$ cat config.mk
export PLATFORM = sky130hd
export DESIGN_NAME = dec2bin_stepper
export DESIGN_NICKNAME = d
export VERILOG_FILES = /design/src/rtl/dec2bin_stepper.sv
export SDC_FILE = /design/constraint.sdc
export NUM_CORES = 1
export LEC_CHECK = 0
export BUFFER_PORTS_ARGS = -buffer_cell sky130_fd_sc_hd__clkbuf_2
export CAP_MARGIN = 25
export CELL_PAD_IN_SITES_DETAIL_PLACEMENT = 2
export CELL_PAD_IN_SITES_GLOBAL_PLACEMENT = 2
export CORE_ASPECT_RATIO = 0.7
export CORE_UTILIZATION = 35
export CTS_CLUSTER_SIZE = 25
export DETAILED_ROUTE_END_ITERATION = 8
export GPL_TIMING_DRIVEN = 0
export PLACE_DENSITY_LB_ADDON = 0.1
export SETUP_SLACK_MARGIN = 0.5
export SLEW_MARGIN = 10
export SYNTH_ARGS = -nofsm -noshare
export SYNTH_HDL_FRONTEND = slang
export SYNTH_SLANG_ARGS = --single-unit
$ cat constraint.sdc
create_clock -name clk_in -period 2.4 [get_ports clk_in]
set_input_delay 0 -clock clk_in [delete_from_list [all_inputs] [get_ports clk_in]]
set_output_delay 0 -clock clk_in [all_outputs]
set_load 0.1 [all_outputs]
$ cat src/rtl/dec2bin_stepper.sv
// dec2bin_stepper: paced BCD-to-binary converter using reverse double-dabble.
// One shift-and-correct step happens on each rising edge of the divided slow
// clock, so a 1 Hz divider makes the conversion visible on the board LEDs.
module dec2bin_stepper #(
    parameter int DIGITS = 3,
    parameter int BIN_W  = 10
) (
    input  logic                  clk_in,
    input  logic                  rst,
    input  logic                  slow_clk,
    input  logic                  start,
    input  logic                  abort,
    input  logic [4*DIGITS-1:0]   bcd_in,
    output logic [BIN_W-1:0]      bin_out,
    output logic [3:0]            step,
    output logic                  busy,
    output logic                  done,
    output logic                  err
);

    localparam int BCD_W = 4 * DIGITS;
    localparam logic [3:0] STEP_LAST = 4'(BIN_W - 1);

    typedef enum logic [1:0] {
        IDLE,
        RUN,
        DONE,
        ERROR
    } state_t;

    state_t state;
    state_t state_next;

    logic slow_clk_d;
    logic tick;
    logic bcd_bad;

    logic [BCD_W-1:0]       bcd_r;
    logic [BCD_W-1:0]       bcd_next;
    logic [BCD_W-1:0]       bcd_step;
    logic [BIN_W-1:0]       bin_r;
    logic [BIN_W-1:0]       bin_next;
    logic [BIN_W-1:0]       bin_step;
    logic [BIN_W-1:0]       bin_out_next;
    logic [3:0]             step_next;
    logic [BCD_W+BIN_W-1:0] shifted;

    // Delay the slow clock by one cycle so its rising edge becomes a one-cycle tick.
    always_ff @(posedge clk_in or posedge rst) begin
        if (rst) begin
            slow_clk_d <= 1'b0;
        end else begin
            slow_clk_d <= slow_clk;
        end
    end

    assign tick = slow_clk & ~slow_clk_d;

    // Flag any incoming digit above 9; such a value cannot be converted.
    always_comb begin
        bcd_bad = 1'b0;
        for (int i = 0; i < DIGITS; i++) begin
            if (bcd_in[4*i +: 4] > 4'd9) begin
                bcd_bad = 1'b1;
            end
        end
    end

    // One reverse double-dabble step: shift the whole work register right, then
    // pull every BCD digit that reached 8 or more back down by 3.
    always_comb begin
        shifted  = {bcd_r, bin_r} >> 1;
        bcd_step = shifted[BIN_W +: BCD_W];
        bin_step = shifted[BIN_W-1:0];
        for (int i = 0; i < DIGITS; i++) begin
            if (bcd_step[4*i +: 4] >= 4'd8) begin
                bcd_step[4*i +: 4] = bcd_step[4*i +: 4] - 4'd3;
            end
        end
    end

    // Next-state and datapath decisions; abort overrides loads and ticks.
    always_comb begin
        state_next   = state;
        bcd_next     = bcd_r;
        bin_next     = bin_r;
        step_next    = step;
        bin_out_next = bin_out;
        if (abort) begin
            state_next = IDLE;
            step_next  = '0;
        end else begin
            case (state)
                IDLE, DONE, ERROR: begin
                    if (start) begin
                        bcd_next   = bcd_in;
                        bin_next   = '0;
                        step_next  = '0;
                        state_next = bcd_bad ? ERROR : RUN;
                    end
                end
                RUN: begin
                    if (tick) begin
                        bcd_next  = bcd_step;
                        bin_next  = bin_step;
                        step_next = step + 4'd1;
                        if (step == STEP_LAST) begin
                            bin_out_next = bin_step;
                            state_next   = DONE;
                        end
                    end
                end
                default: begin
                    state_next = IDLE;
                end
            endcase
        end
    end

    // State, work register, step counter and result register.
    always_ff @(posedge clk_in or posedge rst) begin
        if (rst) begin
            state   <= IDLE;
            bcd_r   <= '0;
            bin_r   <= '0;
            step    <= '0;
            bin_out <= '0;
        end else begin
            state   <= state_next;
            bcd_r   <= bcd_next;
            bin_r   <= bin_next;
            step    <= step_next;
            bin_out <= bin_out_next;
        end
    end

    assign busy = (state == RUN);
    assign done = (state == DONE);
    assign err  = (state == ERROR);

endmodule

Word level (Yosys, flattened, before mapping)
Cells that the tools add are included.
{"block": "totals", "mem_bits_rw": 0, "memories": 0, "reg_bits": 39, "rom_bits": 0, "latch_bits": 0}
{"block": "op_classes", "n_bitwise": 3, "n_reduce_logical": 6, "magnitude_cmp": 6, "div": 0, "shift": 0, "muxes": 22, "mul": 0, "addsub": 4, "n_eq_ne": 9}
{"cell": "12-bit two-way mux", "count": 2}
{"cell": "4-bit two-way mux", "count": 6}
{"cell": "12-bit one-hot mux with 2 select lines", "count": 1}
{"cell": "10-bit two-way mux", "count": 2}
{"cell": "10-bit one-hot mux with 2 select lines", "count": 1}
{"cell": "4-bit > comparator, second input constant", "count": 3}
{"cell": "2-bit two-way mux", "count": 5}
{"cell": "4-bit greater-or-equal comparator, second input constant", "count": 2}
{"cell": "4-bit one-hot mux with 2 select lines", "count": 1}
{"cell": "4-bit by 2-bit subtractor with 4-bit output, second input constant", "count": 2}
{"cell": "3-bit by 2-bit inequality test with 1-bit output, second input constant", "count": 2}
{"cell": "3-bit AND reduction", "count": 2}
{"cell": "4-bit by 1-bit adder with 4-bit output, second input constant", "count": 1}
{"cell": "2-bit == test, second input constant", "count": 2}
{"cell": "4-bit == test, second input constant", "count": 1}
{"cell": "3-bit by 4-bit greater-or-equal comparator with 1-bit output, second input constant", "count": 1}
{"cell": "2-bit one-hot mux with 2 select lines", "count": 1}
{"cell": "4-bit AND reduction", "count": 1}
{"cell": "3-bit by 2-bit subtractor with 4-bit output, second input constant", "count": 1}
{"cell": "1-bit two-way mux", "count": 3}
{"cell": "3-bit inequality test, second input constant", "count": 1}
{"cell": "3-bit OR reduction", "count": 1}
{"cell": "2-bit by 1-bit == test with 1-bit output, second input constant", "count": 1}
{"cell": "2-bit logical NOT", "count": 1}
{"cell": "5 further kinds", "count": 6}

Depth between registers and ports, before layout
{"block": "depth", "word_depth": 8, "mapped_depth": 7, "depth_no_buf": 6}

Worst setup path after synthesis
Ideal clock, no wire load.
{"block": "synth_timing", "kind": "reg2reg", "start": "reg step[0]", "end": "reg bin_out[0]", "synth_period_minus_slack_ps": 2239, "setup_ps": 125, "path_stages_with_launch": 5, "t_arrival_ps": 2114, "path_buffers": 0, "required_time_ps": 2275, "setup_slack_ps": 161, "cell_sequence": "dfrtp_1 ha_1 nand3b_1 nor3_4 mux2_2"}
{"block": "synth_via", "elab_chain_len": 2}
{"item": "from (decl)", "line": "15", "source": "output logic [3:0] step,"}
{"item": "from (signal assigned)", "line": "132", "source": "step <= step_next;"}
{"item": "4-bit == test", "line": "107", "source": "if (step == STEP_LAST) begin"}
{"item": "4-bit AND reduction (no line)"}
{"item": "to (signal assigned)", "line": "133", "source": "bin_out <= bin_out_next;"}
{"item": "to (decl)", "line": "14", "source": "output logic [BIN_W-1:0] bin_out,"}
No other way between the ends.
A chain may end at the register's enable or synchronous reset.

Worst setup path in the final report
{"block": "layout_timing", "start": "reg state[1]", "end": "reg bcd_r[2]"}
{"block": "layout_via", "elab_chain_len": 4}
{"item": "from (decl)", "line": "31", "source": "state_t state;"}
{"item": "from (signal assigned)", "line": "129", "source": "state <= state_next;"}
{"item": "2-bit == test / 2-bit logical NOT (equally long branches)", "line": "93", "source": "case (state)"}
{"item": "3-bit OR reduction", "line": "93"}
{"item": "2-bit inequality test (no line)"}
{"item": "3-bit AND reduction (no line)"}
{"item": "to (signal assigned)", "line": "130", "source": "bcd_r <= bcd_next;"}
{"item": "to (decl)", "line": "38", "source": "logic [BCD_W-1:0] bcd_r;"}
Parallel ways exist; a longest one is shown, timed or not.

==> reports/metrics.yaml <==
rr_endpoint: "bcd_r[2]"
final_gp_congestion: 0.736
min-delay-path-class: "primary input to flip-flop"
run_status: "finished, final reports clean"
stdcell_area_um2: 2380
most_used_cells_in_the_layout_excluding_fill_and_tap_cells: "34 x sky130_fd_sc_hd__dfrtp_1, 33 x sky130_fd_sc_hd__clkbuf_2, 22 x sky130_fd_sc_hd__nand2_1"
worst_slew_pin_slew_ns: 0.547
pwr_density_cell_nw_per_um2: 767
routed_wire_length_per_instance_um: 17.9
setup.worst_path.start_class: "flip-flop"
drc_errors: 0
clk_pin_slew_worst_paths_ns: 0.08
slew_headroom_pct: 63.6
num-fill-cells: 536
initial_utilization_pct: 37.9
fin_nets: 241
hold_viol: 0
critPathMaxStageDelay_ns: 0.42
fp.dieW_um: 89.9
place.detailed.hpwl_um: 3640
critical_path.endpoint_type: "flip-flop"
drv_cap: 0
synth.yosys.warnings: 0
antenna_found_initial: 0
ff2ff_setup_slack_ns: 0.62
syn2layout_area_growth_pct: 25.6
cp_max_fo: 10
die_area_um2: 5710
insertion_delay_ns: 0.30
finalWirelength_um: 5150
placed_cell_area_um2: 2170
tritoncts: "yes"
dr.pass1.iters: 4
htree_num_levels: 2
grt.overflow.total: 0
ys_seq_elements: 38
pin_count: 34
ys_seq_area_share_pct: 50.2
final.setup.tns_ns: 0
postSynthNetCount: 197
die_y_um: 63.5
finalSetupViolations: 0
worstRegToRegCells: 5
min_period_ns: 1.78
post-synth-top-area-cell: "sky130_fd_sc_hd__dfrtp_1"
final_antenna_net_count: 0
number_of_antenna_cells_inserted: 0
avgViaCountPerCell: 5.16
clock_sink_count: 38
ir_worst_vdd_mv: 0.399
synth.cell_area_um2: 1890
portBuffers: 32
cellLeakagePower_nw: 1.14
rsz0062_at_grt: "no"
cp-startpoint: "state[1]"
number_of_core_rows: 21
tritoncts.num_buffers: 5
arrival_time_at_the_worst_endpoint_ns: 1.97
timing.rr.start: "state[1]"
area_fraction_of_the_dominant_cell_type_after_synthesis_pct: 50.2
report.final.slew_viol_count: 0
post_route_cells_drive_above_1_share_pct: 34.2
fin_crit_sh_pct: 74.4
synthTopCellsByArea: "sky130_fd_sc_hd__dfrtp_1 50%, sky130_fd_sc_hd__mux2_2 11%, sky130_fd_sc_hd__o21ai_0 4.8%"
gr-usage-all-layers_pct: 20.3
netlist_instances: 174
fin_total_pwr_mw: 1.82
cts.path.max_buffers: 2
wire_length_of_the_first_global_routing_pass_um: 8960
max_freq_mhz: 560
core-area_um2: 4990
dr_total_vias: 1487
cp_slowest_cell: "sky130_fd_sc_hd__dfrtp_1"
ys_types: 31
worstPathCellList: "and4bb_2 > a21oi_4 > nor2_2 > buf_6 > mux2_2"
grt_start_max_net_pins: 31
clock-root-buffer: "sky130_fd_sc_hd__clkbuf_8"
synthesis.area_per_instance_um2: 10.9
crit_path_end: "bcd_r[2]"
worst_ep_required_time_ns: 2.58
grt_pass1_vias: 1677
critical_path_start_end_classification: "flip-flop to flip-flop"
most_common_cell_after_layout_fill_and_taps_aside: "sky130_fd_sc_hd__dfrtp_1"
initialDrtViolationCount: 21
final.setup_skew_ns: 0.0114
metrics by stage:
step / util [%] / instances / setup WS (ns) / hold WS [ns]
2_1_floorplan: - / 174 / 0.574 / 0.0314
3_3_place_gp: 43.0 / 275 / 0.511 / 0.178
3_5_place_dp: 43.4 / 276 / 0.414 / -0.0555
4_1_cts: 47.5 / 288 / 0.497 / 0.0279
5_1_grt: 47.6 / 288 / 0.531 / 0.0404
6_report: 47.6 / 288 / 0.615 / 0.0214
flip-flops by register name, summed over array words and instances, names as in the netlist:
register,cells
bcd_r,12
bin_out,10
bin_r,9
slow_clk_d,1
state,2
step,4
cells in the mapped netlist:
cell and number:
sky130_fd_sc_hd__dfrtp_1 38, sky130_fd_sc_hd__nand2_1 22, sky130_fd_sc_hd__mux2_2 18, sky130_fd_sc_hd__o21ai_0 18
sky130_fd_sc_hd__o31ai_1 9, sky130_fd_sc_hd__inv_1 8, sky130_fd_sc_hd__mux2i_1 8, sky130_fd_sc_hd__clkbuf_1 7
sky130_fd_sc_hd__a21oi_1 6, sky130_fd_sc_hd__ha_1 6, sky130_fd_sc_hd__nor2_1 4, sky130_fd_sc_hd__xnor2_1 4
sky130_fd_sc_hd__nor2b_1 3, sky130_fd_sc_hd__a2bb2oi_1 2, sky130_fd_sc_hd__nand2b_1 2, sky130_fd_sc_hd__nand3_1 2
sky130_fd_sc_hd__nor3_1 2, sky130_fd_sc_hd__xor2_1 2, sky130_fd_sc_hd__a21oi_2 1, sky130_fd_sc_hd__a41oi_1 1
sky130_fd_sc_hd__and2_1 1, sky130_fd_sc_hd__and4bb_2 1, sky130_fd_sc_hd__buf_2 1, sky130_fd_sc_hd__buf_6 1
sky130_fd_sc_hd__inv_2 1, sky130_fd_sc_hd__nand3b_1 1, sky130_fd_sc_hd__nand3b_4 1, sky130_fd_sc_hd__nand4_1 1
sky130_fd_sc_hd__nor2_2 1, sky130_fd_sc_hd__nor3_4 1, sky130_fd_sc_hd__o41ai_1 1
cell type report:
cell class / count / area, µm² / area share, %
clock buffers: 6 / 82.6 / 3.47
clock inverters: 2 / 60.1 / 2.52
repair buffers: 37 / 233 / 9.78
well taps: 69 / 86.3 / 3.63
multi-input cells: 118 / 873 / 36.7
plain buffers: 9 / 51.3 / 2.16
flip-flops and latches: 38 / 958 / 40.3
inverters: 9 / 33.8 / 1.42
per-layer routing:
| layer | share of wire (%) | vias up | GRT usage, % |
|---|---|---|---|
| met5 | 0 | - | 0 |
| met4 | 1.2 | 0 | 6.45 |
| met3 | 3.5 | 7 | 4.35 |
| met2 | 49 | 25 | 33.8 |
| met1 | 46 | 763 | 26.5 |
| li1 | - | 692 | - |
repair_timing:
item / in CTS / in global routing
hold endpoints to repair: 40 / 0
setup endpoints to repair: 16 / 5
pin swaps: 1 / 0
resized for setup: 2 / 5
setup buffers: 1 / 0
hold buffers: 3 / 0
report_power, final:
| group | internal, mW | total [mW] | switching [mW] |
|---|---|---|---|
| registers | 0.707 | 0.779 | 0.0720 |
| logic | 0.155 | 0.359 | 0.204 |
| clock network | 0.444 | 0.686 | 0.242 |
| total | 1.31 | 1.82 | 0.518 |
cells by family (layout without fill, tap and decap cells):
| family | Yosys count | after routing | share of synthesized area [%] |
|---|---|---|---|
| buffers and inverters | 18 | 63 | 4.03 |
| muxes | 26 | 26 | 14.9 |
| AOI/OAI and AO/OA | 38 | 38 | 12.2 |
| adders and majority gates | 6 | 6 | 3.97 |
| DFF | 38 | 38 | 50.2 |
| and+or+nand+nor | 42 | 42 | 11.8 |
| xor gates and xnor gates | 6 | 6 | 2.78 |
worst min-delay path by stage:
stage | from | endpoint | cells past startpoint
finish | bcd_in[8] | bcd_r[8] | 4
global route | bcd_in[8] | bcd_r[8] | 4
global placement | slow_clk | slow_clk_d | 1
floorplan | slow_clk | slow_clk_d | 0
CTS | bcd_in[8] | bcd_r[8] | 4
detailed placement | rst | bcd_r[2] | 2
worst max-delay path: cells and delay by family (launching register included):
family / cells / cell delay, ns
simple gates: 2 / 0.59
flops: 1 / 0.42
mux: 1 / 0.35
buf+inv: 1 / 0.21
compound gates: 1 / 0.09
(Power assumes the default switching activity.)
